`config.mk`:
```
export PLATFORM = sky130hd
export DESIGN_NAME = clk_div_multi
export DESIGN_NICKNAME = d
export VERILOG_FILES = /design/src/rtl/clk_div_multi.sv
export SDC_FILE = /design/constraint.sdc
export NUM_CORES = 1
export LEC_CHECK = 0
export ABC_CLOCK_PERIOD_IN_PS = 3000
export CELL_PAD_IN_SITES_DETAIL_PLACEMENT = 1
export CELL_PAD_IN_SITES_GLOBAL_PLACEMENT = 2
export CORE_MARGIN = 5
export CORE_UTILIZATION = 35
export CTS_CLUSTER_SIZE = 20
export DETAILED_ROUTE_END_ITERATION = 12
export DONT_BUFFER_PORTS = 1
export PLACE_DENSITY_LB_ADDON = 0.1
export SKIP_CTS_REPAIR_TIMING = 1
export SYNTH_ARGS = -nofsm -noshare
export SYNTH_HDL_FRONTEND = slang
export SYNTH_SLANG_ARGS = --single-unit
```
`constraint.sdc`:
```
create_clock -name CLK100MHZ -period 3 [get_ports CLK100MHZ]
set_input_delay 0.6 -clock CLK100MHZ [delete_from_list [all_inputs] [get_ports CLK100MHZ]]
set_output_delay 0.6 -clock CLK100MHZ [all_outputs]
set_load 0.01 [all_outputs]
```
`src/rtl/clk_div_multi.sv`:
```
// -----------------------------------------------------------------------------
// clk_div_multi
//   Multi-channel programmable clock divider in the CLK100MHZ domain. Each
//   channel produces a one-cycle tick_out enable and a clk_out level; both are
//   flops. Divisors are reloaded at run time through a single pending slot
//   (valid/ready) and take effect only at a period boundary, so a channel never
//   emits a runt period.
//
// Ports
//   CLK100MHZ   in   system clock
//   reset       in   synchronous, active-high
//   ch_en       in   [NUM_CH]        per-channel run enable
//   cfg_valid   in                   divisor update request
//   cfg_ready   out                  update accepted on cfg_valid & cfg_ready
//   cfg_ch      in   [CH_W]          target channel
//   cfg_div     in   [CNT_W]         new divisor (0 is treated as 1)
//   tick_out    out  [NUM_CH]        one-cycle pulse per divided period
//   clk_out     out  [NUM_CH]        divided level, high floor(D/2) cycles
//   active_div  out  [NUM_CH*CNT_W]  divisor in use, ch i at [i*CNT_W +: CNT_W]
// -----------------------------------------------------------------------------
module clk_div_multi #(
    parameter int NUM_CH      = 2,
    parameter int CNT_W       = 8,
    parameter int DEFAULT_DIV = 4,
    localparam int CH_W       = (NUM_CH > 1) ? $clog2(NUM_CH) : 1
) (
    input  logic                      CLK100MHZ,
    input  logic                      reset,
    input  logic [NUM_CH-1:0]         ch_en,
    input  logic                      cfg_valid,
    output logic                      cfg_ready,
    input  logic [CH_W-1:0]           cfg_ch,
    input  logic [CNT_W-1:0]          cfg_div,
    output logic [NUM_CH-1:0]         tick_out,
    output logic [NUM_CH-1:0]         clk_out,
    output logic [NUM_CH*CNT_W-1:0]   active_div
);

    logic [CNT_W-1:0] cnt_q [NUM_CH];
    logic [CNT_W-1:0] cnt_d [NUM_CH];
    logic [CNT_W-1:0] div_q [NUM_CH];
    logic [CNT_W-1:0] div_d [NUM_CH];
    logic [NUM_CH-1:0] run_q, run_d;
    logic [NUM_CH-1:0] wrap, apply;
    logic [NUM_CH-1:0] tick_d, clk_d;

    logic              pend_v_q, pend_v_d;
    logic [CH_W-1:0]   pend_ch_q, pend_ch_d;
    logic [CNT_W-1:0]  pend_div_q, pend_div_d;
    logic              cfg_ready_q;
    logic              xfer;

    assign cfg_ready = cfg_ready_q;
    assign xfer      = cfg_valid & cfg_ready_q;

    always_comb begin
        run_d      = '0;
        wrap       = '0;
        apply      = '0;
        tick_d     = '0;
        clk_d      = '0;
        pend_v_d   = pend_v_q;
        pend_ch_d  = pend_ch_q;
        pend_div_d = pend_div_q;

        for (int i = 0; i < NUM_CH; i++) begin
            cnt_d[i] = '0;
            wrap[i]  = run_q[i] & ch_en[i] & (cnt_q[i] == div_q[i] - CNT_W'(1));
            // A pending divisor may land whenever the target is at a boundary:
            // wrapping back to 0, or (re)starting from the idle state.
            apply[i] = pend_v_q && (int'(pend_ch_q) == i)
                       && (wrap[i] || !run_q[i] || !ch_en[i]);
            div_d[i] = apply[i] ? pend_div_q : div_q[i];

            if (!ch_en[i]) begin
                run_d[i] = 1'b0;
                cnt_d[i] = '0;
            end else if (!run_q[i]) begin
                run_d[i] = 1'b1;
                cnt_d[i] = '0;
            end else begin
                run_d[i] = 1'b1;
                cnt_d[i] = wrap[i] ? '0 : cnt_q[i] + CNT_W'(1);
            end

            // Outputs are computed from next-state values so the period that
            // starts with a freshly applied divisor is already shaped by it.
            tick_d[i] = run_d[i] && (cnt_d[i] == '0);
            clk_d[i]  = run_d[i] && (cnt_d[i] < (div_d[i] >> 1));
        end

        if (|apply) begin
            pend_v_d = 1'b0;
        end

        // xfer requires cfg_ready, i.e. an empty slot, so it never collides
        // with an apply. Out-of-range channels complete the handshake but are
        // discarded.
        if (xfer) begin
            pend_v_d   = (int'(cfg_ch) < NUM_CH);
            pend_ch_d  = cfg_ch;
            pend_div_d = (cfg_div == '0) ? CNT_W'(1) : cfg_div;
        end
    end

    always_ff @(posedge CLK100MHZ) begin
        if (reset) begin
            for (int i = 0; i < NUM_CH; i++) begin
                cnt_q[i] <= '0;
                div_q[i] <= CNT_W'(DEFAULT_DIV);
            end
            run_q       <= '0;
            tick_out    <= '0;
            clk_out     <= '0;
            pend_v_q    <= 1'b0;
            pend_ch_q   <= '0;
            pend_div_q  <= '0;
            cfg_ready_q <= 1'b0;
        end else begin
            for (int i = 0; i < NUM_CH; i++) begin
                cnt_q[i] <= cnt_d[i];
                div_q[i] <= div_d[i];
            end
            run_q       <= run_d;
            tick_out    <= tick_d;
            clk_out     <= clk_d;
            pend_v_q    <= pend_v_d;
            pend_ch_q   <= pend_ch_d;
            pend_div_q  <= pend_div_d;
            cfg_ready_q <= ~pend_v_d;
        end
    end

    for (genvar g = 0; g < NUM_CH; g++) begin : g_active
        assign active_div[g*CNT_W +: CNT_W] = div_q[g];
    end

endmodule

```
==> impl_metrics.py, run 1 <==
metrics = {
    "cells_and_area": {
        "postLayoutCoreUtil": 0.4412,
        "fin_cells": 521,
        "n_antenna_cell": 0,
        "final_layout_size_suffix_gt1_frac": 0.2373,
        "layout_common_cells": "55 x buf_4, 45 x dfxtp_1, 29 x nand2_1",
        "fin_area_um2": 3847,
        "syn_to_final_growth_pct": 23.35,
        "final_nets": 442,
        "final_common_cell": "buf_4",
        "nFillCells": 1023,
    },
    "power": {
        "vdd_drop_max_v": 0.0001465,
        "design_power_total_mw": 1.298,
        "power_leakage_nw": 1.587,
        "power_density_nw_per_um2": 337.4,
    },
    "synthesis": {
        "synth_top_family_by_area": "simple AND/OR/NAND/NOR gates",
        "muxShareOfSynthArea": 0.08664,
        "ys_async_sr_fraction": 0,
        "synth-seq-cells": 49,
        "synth-edff-count": 0,
        "synth-simple-area-share": 0.2868,
        "synth_xor_area_frac": 0.07581,
        "syn_inst": 369,
        "synthAdderAreaFrac": 0.06418,
        "ys_warn_count": 0,
        "avgSynthCellArea_um2": 8.453,
        "synth_ff_type": "dfxtp_1",
        "synthDistinctLibCells": 55,
        "synth_compound_area_frac": 0.1324,
        "synth_area_um2": 3119,
        "synth_seq_area_share": 0.3145,
        "syn_nets": 399,
    },
    "clocking": {
        "clkSinkCount": 49,
        "clk_path_buf_depth": 2,
        "htree_levels": 2,
        "cts_tree": "built",
        "cts_buffers": 5,
        "clock_tree.root_cell": "clkbuf_8",
        "insertion_delay_ps": 300,
        "cts.clk_slew.worst_paths_ps": 90,
    },
    "setup_path": {
        "crit_buf_inv": 1,
        "critPathKind": "reg -> reg",
        "arrival_ps": 3430,
        "critPathTopFamily": "simple AND/OR/NAND/NOR gates",
        "crit_required_ps": 3200,
        "crit_path_frequent_cell": "a211oi_2",
        "r2r-start": "div_q[0][0]",
        "cp_max_fo": 7,
        "path_cells": "or4_4 -> nor4bb_4 -> nor3b_2 -> a211oi_2 -> o21ai_2 -> buf_6 -> mux2i_1 -> ha_1 -> nand3_1 -> or2_4 -> a211oi_2 -> a21oi_1 -> o211a_1",
        "rr_endpoint": "clk_out[0]",
        "crit_path_end_kind": "flip-flop",
        "r2r_setup_slack_ps": -230,
        "cpPeakStageDelay_ps": 580,
        "cp_slowest_cell": "or4_4",
        "rr_worst_depth": 13,
        "cp-start-kind": "flip-flop",
    },
    "die": {
        "die_h_um": 104.4,
        "dieArea_um2": 10900,
        "start_util": 0.3577,
        "coreArea_um2": 8721,
        "rows": 34,
        "dieWidth_um": 104.4,
        "io_pins": 35,
    },
    "hold_path": {
        "worst_hold_path.num_cells": 1,
        "hp-class": "in -> reg",
        "holdPathEnd": "pend_div_q[6]",
        "worstHoldStart": "reset",
    },
    "drt": {
        "post-route-drc-count": 0,
        "dr.pass1.iters": 4,
        "num_vias": 2763,
        "vias_per_cell": 5.303,
        "wl_per_cell_um": 18.31,
        "detail-route-antenna-nets": 0,
        "drt_iter0_drc": 102,
        "routed_wl_mm": 9.537,
    },
    "global_routing": {
        "grt_overflow": 0,
        "grt_antenna_before_repair": 0,
        "grt_use_total": 0.1761,
        "grt_max_degree": 54,
        "grt_pass1_wl_mm": 15.53,
        "grt_pass1_vias": 2848,
    },
    "timing": {
        "tightest_slew_ps": 482.5,
        "hold_slack_ps": 349.6,
        "clock.fmax_mhz": 309.6,
        "fin_worst_skew_ps": 6.760,
        "rsz0062_at_grt": "true",
        "finalMaxSlewViolations": 0,
        "finalHoldViolations": 0,
        "slew_headroom": 0.6760,
        "fin_tns_setup_ps": -272.6,
        "finalCritPeriodShare": 1.077,
        "fin_crit_ps": 3230,
        "finalWorstSetupSlack_ps": -229.6,
        "setup_viol": 2,
    },
    "placement": {
        "placedCellCount": 513,
        "placed_area_um2": 3715,
        "dp_slack_ps": -273.6,
        "io_buffers": 0,
        "routabilityCongestion": 0.8630,
        "dpl.hpwl_mm": 7.819,
    },
    "run_status": {
        "violations": "setup timing",
        "outcome": "finished with violations",
    },
    "flow_run": {
        "cap_violations": 0,
    },
}
registers in the layout, indices dropped and copies added (netlist names):
register,cells
div_q,16
run_q,2
pend_div_q,8
pend_ch_q,1
cnt_q,16
pend_v_q,1
cfg_ready,1
tick_out,2
clk_out,2
Yosys cell counts, types with 4 or more instances:
cell type,n,area [um^2]
xor2_1,12,105.1
inv_1,11,41.29
xnor2_1,15,131.4
nand2b_1,24,150.1
nor3b_1,4,30.03
clkbuf_1,15,56.30
mux2i_1,27,270.3
nand4_1,5,31.28
and2_1,6,37.54
dfxtp_1,49,980.9
o21ai_0,5,25.02
and3_1,4,25.02
a21oi_1,17,85.08
nand2_1,30,112.6
a21o_1,7,52.55
ha_1,16,200.2
nor3_1,21,105.1
nor4_1,4,25.02
nand3_1,13,65.06
nor2_1,25,93.84
worst reg2reg max path: cells and delay by family, from the launching register on:
family / cells / cell delay (ps)
AND/OR/NAND/NOR: 5 / 1330
flip-flops: 1 / 370
buffers and inverters: 1 / 150
multiplexers: 1 / 130
adder cells (fa/ha/maj): 1 / 320
AO/OA/AOI/OAI: 5 / 830
cell families after synthesis:
kind of cell	count (synthesis)
AND/OR/NAND/NOR	161
adder cells (fa/ha/maj)	16
flip-flops	49
XOR/XNOR	27
AO/OA/AOI/OAI	58
buffers and inverters	31
multiplexers	27
layer usage:
metal,share of wire,global-route usage,vias up
met5,0,0,-
met4,0.0084,0.02775,0
met3,0.031,0.03352,8
met2,0.41,0.2543,34
met1,0.55,0.2725,1318
li1,-,-,1403
cell type report:
| class | instances | area (um^2) | area share |
|---|---|---|---|
| multi-input combinational | 289 | 2136 | 0.5551 |
| sequential | 49 | 991.0 | 0.2576 |
| timing repair buffer | 56 | 424.2 | 0.1102 |
| tap | 108 | 135.1 | 0.03512 |
| clock buffer | 6 | 82.58 | 0.02146 |
| inverter | 11 | 41.29 | 0.01073 |
| clock inverter | 2 | 37.54 | 0.009756 |
worst max path at each step:
stage                     start         end  slack (ps)  depth (start not counted)
finish              div_q[0][0]  clk_out[0]        -230                         13
detailed placement  div_q[0][1]  clk_out[0]        -270                         13
global route        div_q[0][0]  clk_out[0]        -380                         13
floorplan           div_q[0][1]  clk_out[0]         -90                         15
global placement    div_q[0][1]  clk_out[0]        -160                         13
CTS                 div_q[0][1]  clk_out[0]        -300                         13
power breakdown:
group / total, mW / internal [mW] / switching, mW
Combinational: 0.110 / 0.0532 / 0.0570
Sequential: 0.681 / 0.663 / 0.0180
Clock: 0.507 / 0.271 / 0.235
Total: 1.30 / 0.988 / 0.310
No activity file was read; power rests on OpenSTA's default activity.
==> run 2: changes to the inputs <==
--- a/config.mk
+++ b/config.mk
@@ -15,6 +15,7 @@
 export DONT_BUFFER_PORTS = 1
 export PLACE_DENSITY_LB_ADDON = 0.1
 export SKIP_CTS_REPAIR_TIMING = 1
+export SLEW_MARGIN = 10
 export SYNTH_ARGS = -nofsm -noshare
 export SYNTH_HDL_FRONTEND = slang
 export SYNTH_SLANG_ARGS = --single-unit
==> results of run 2 <==
The final DEF is identical to that of run 1; final timing and power are the same.
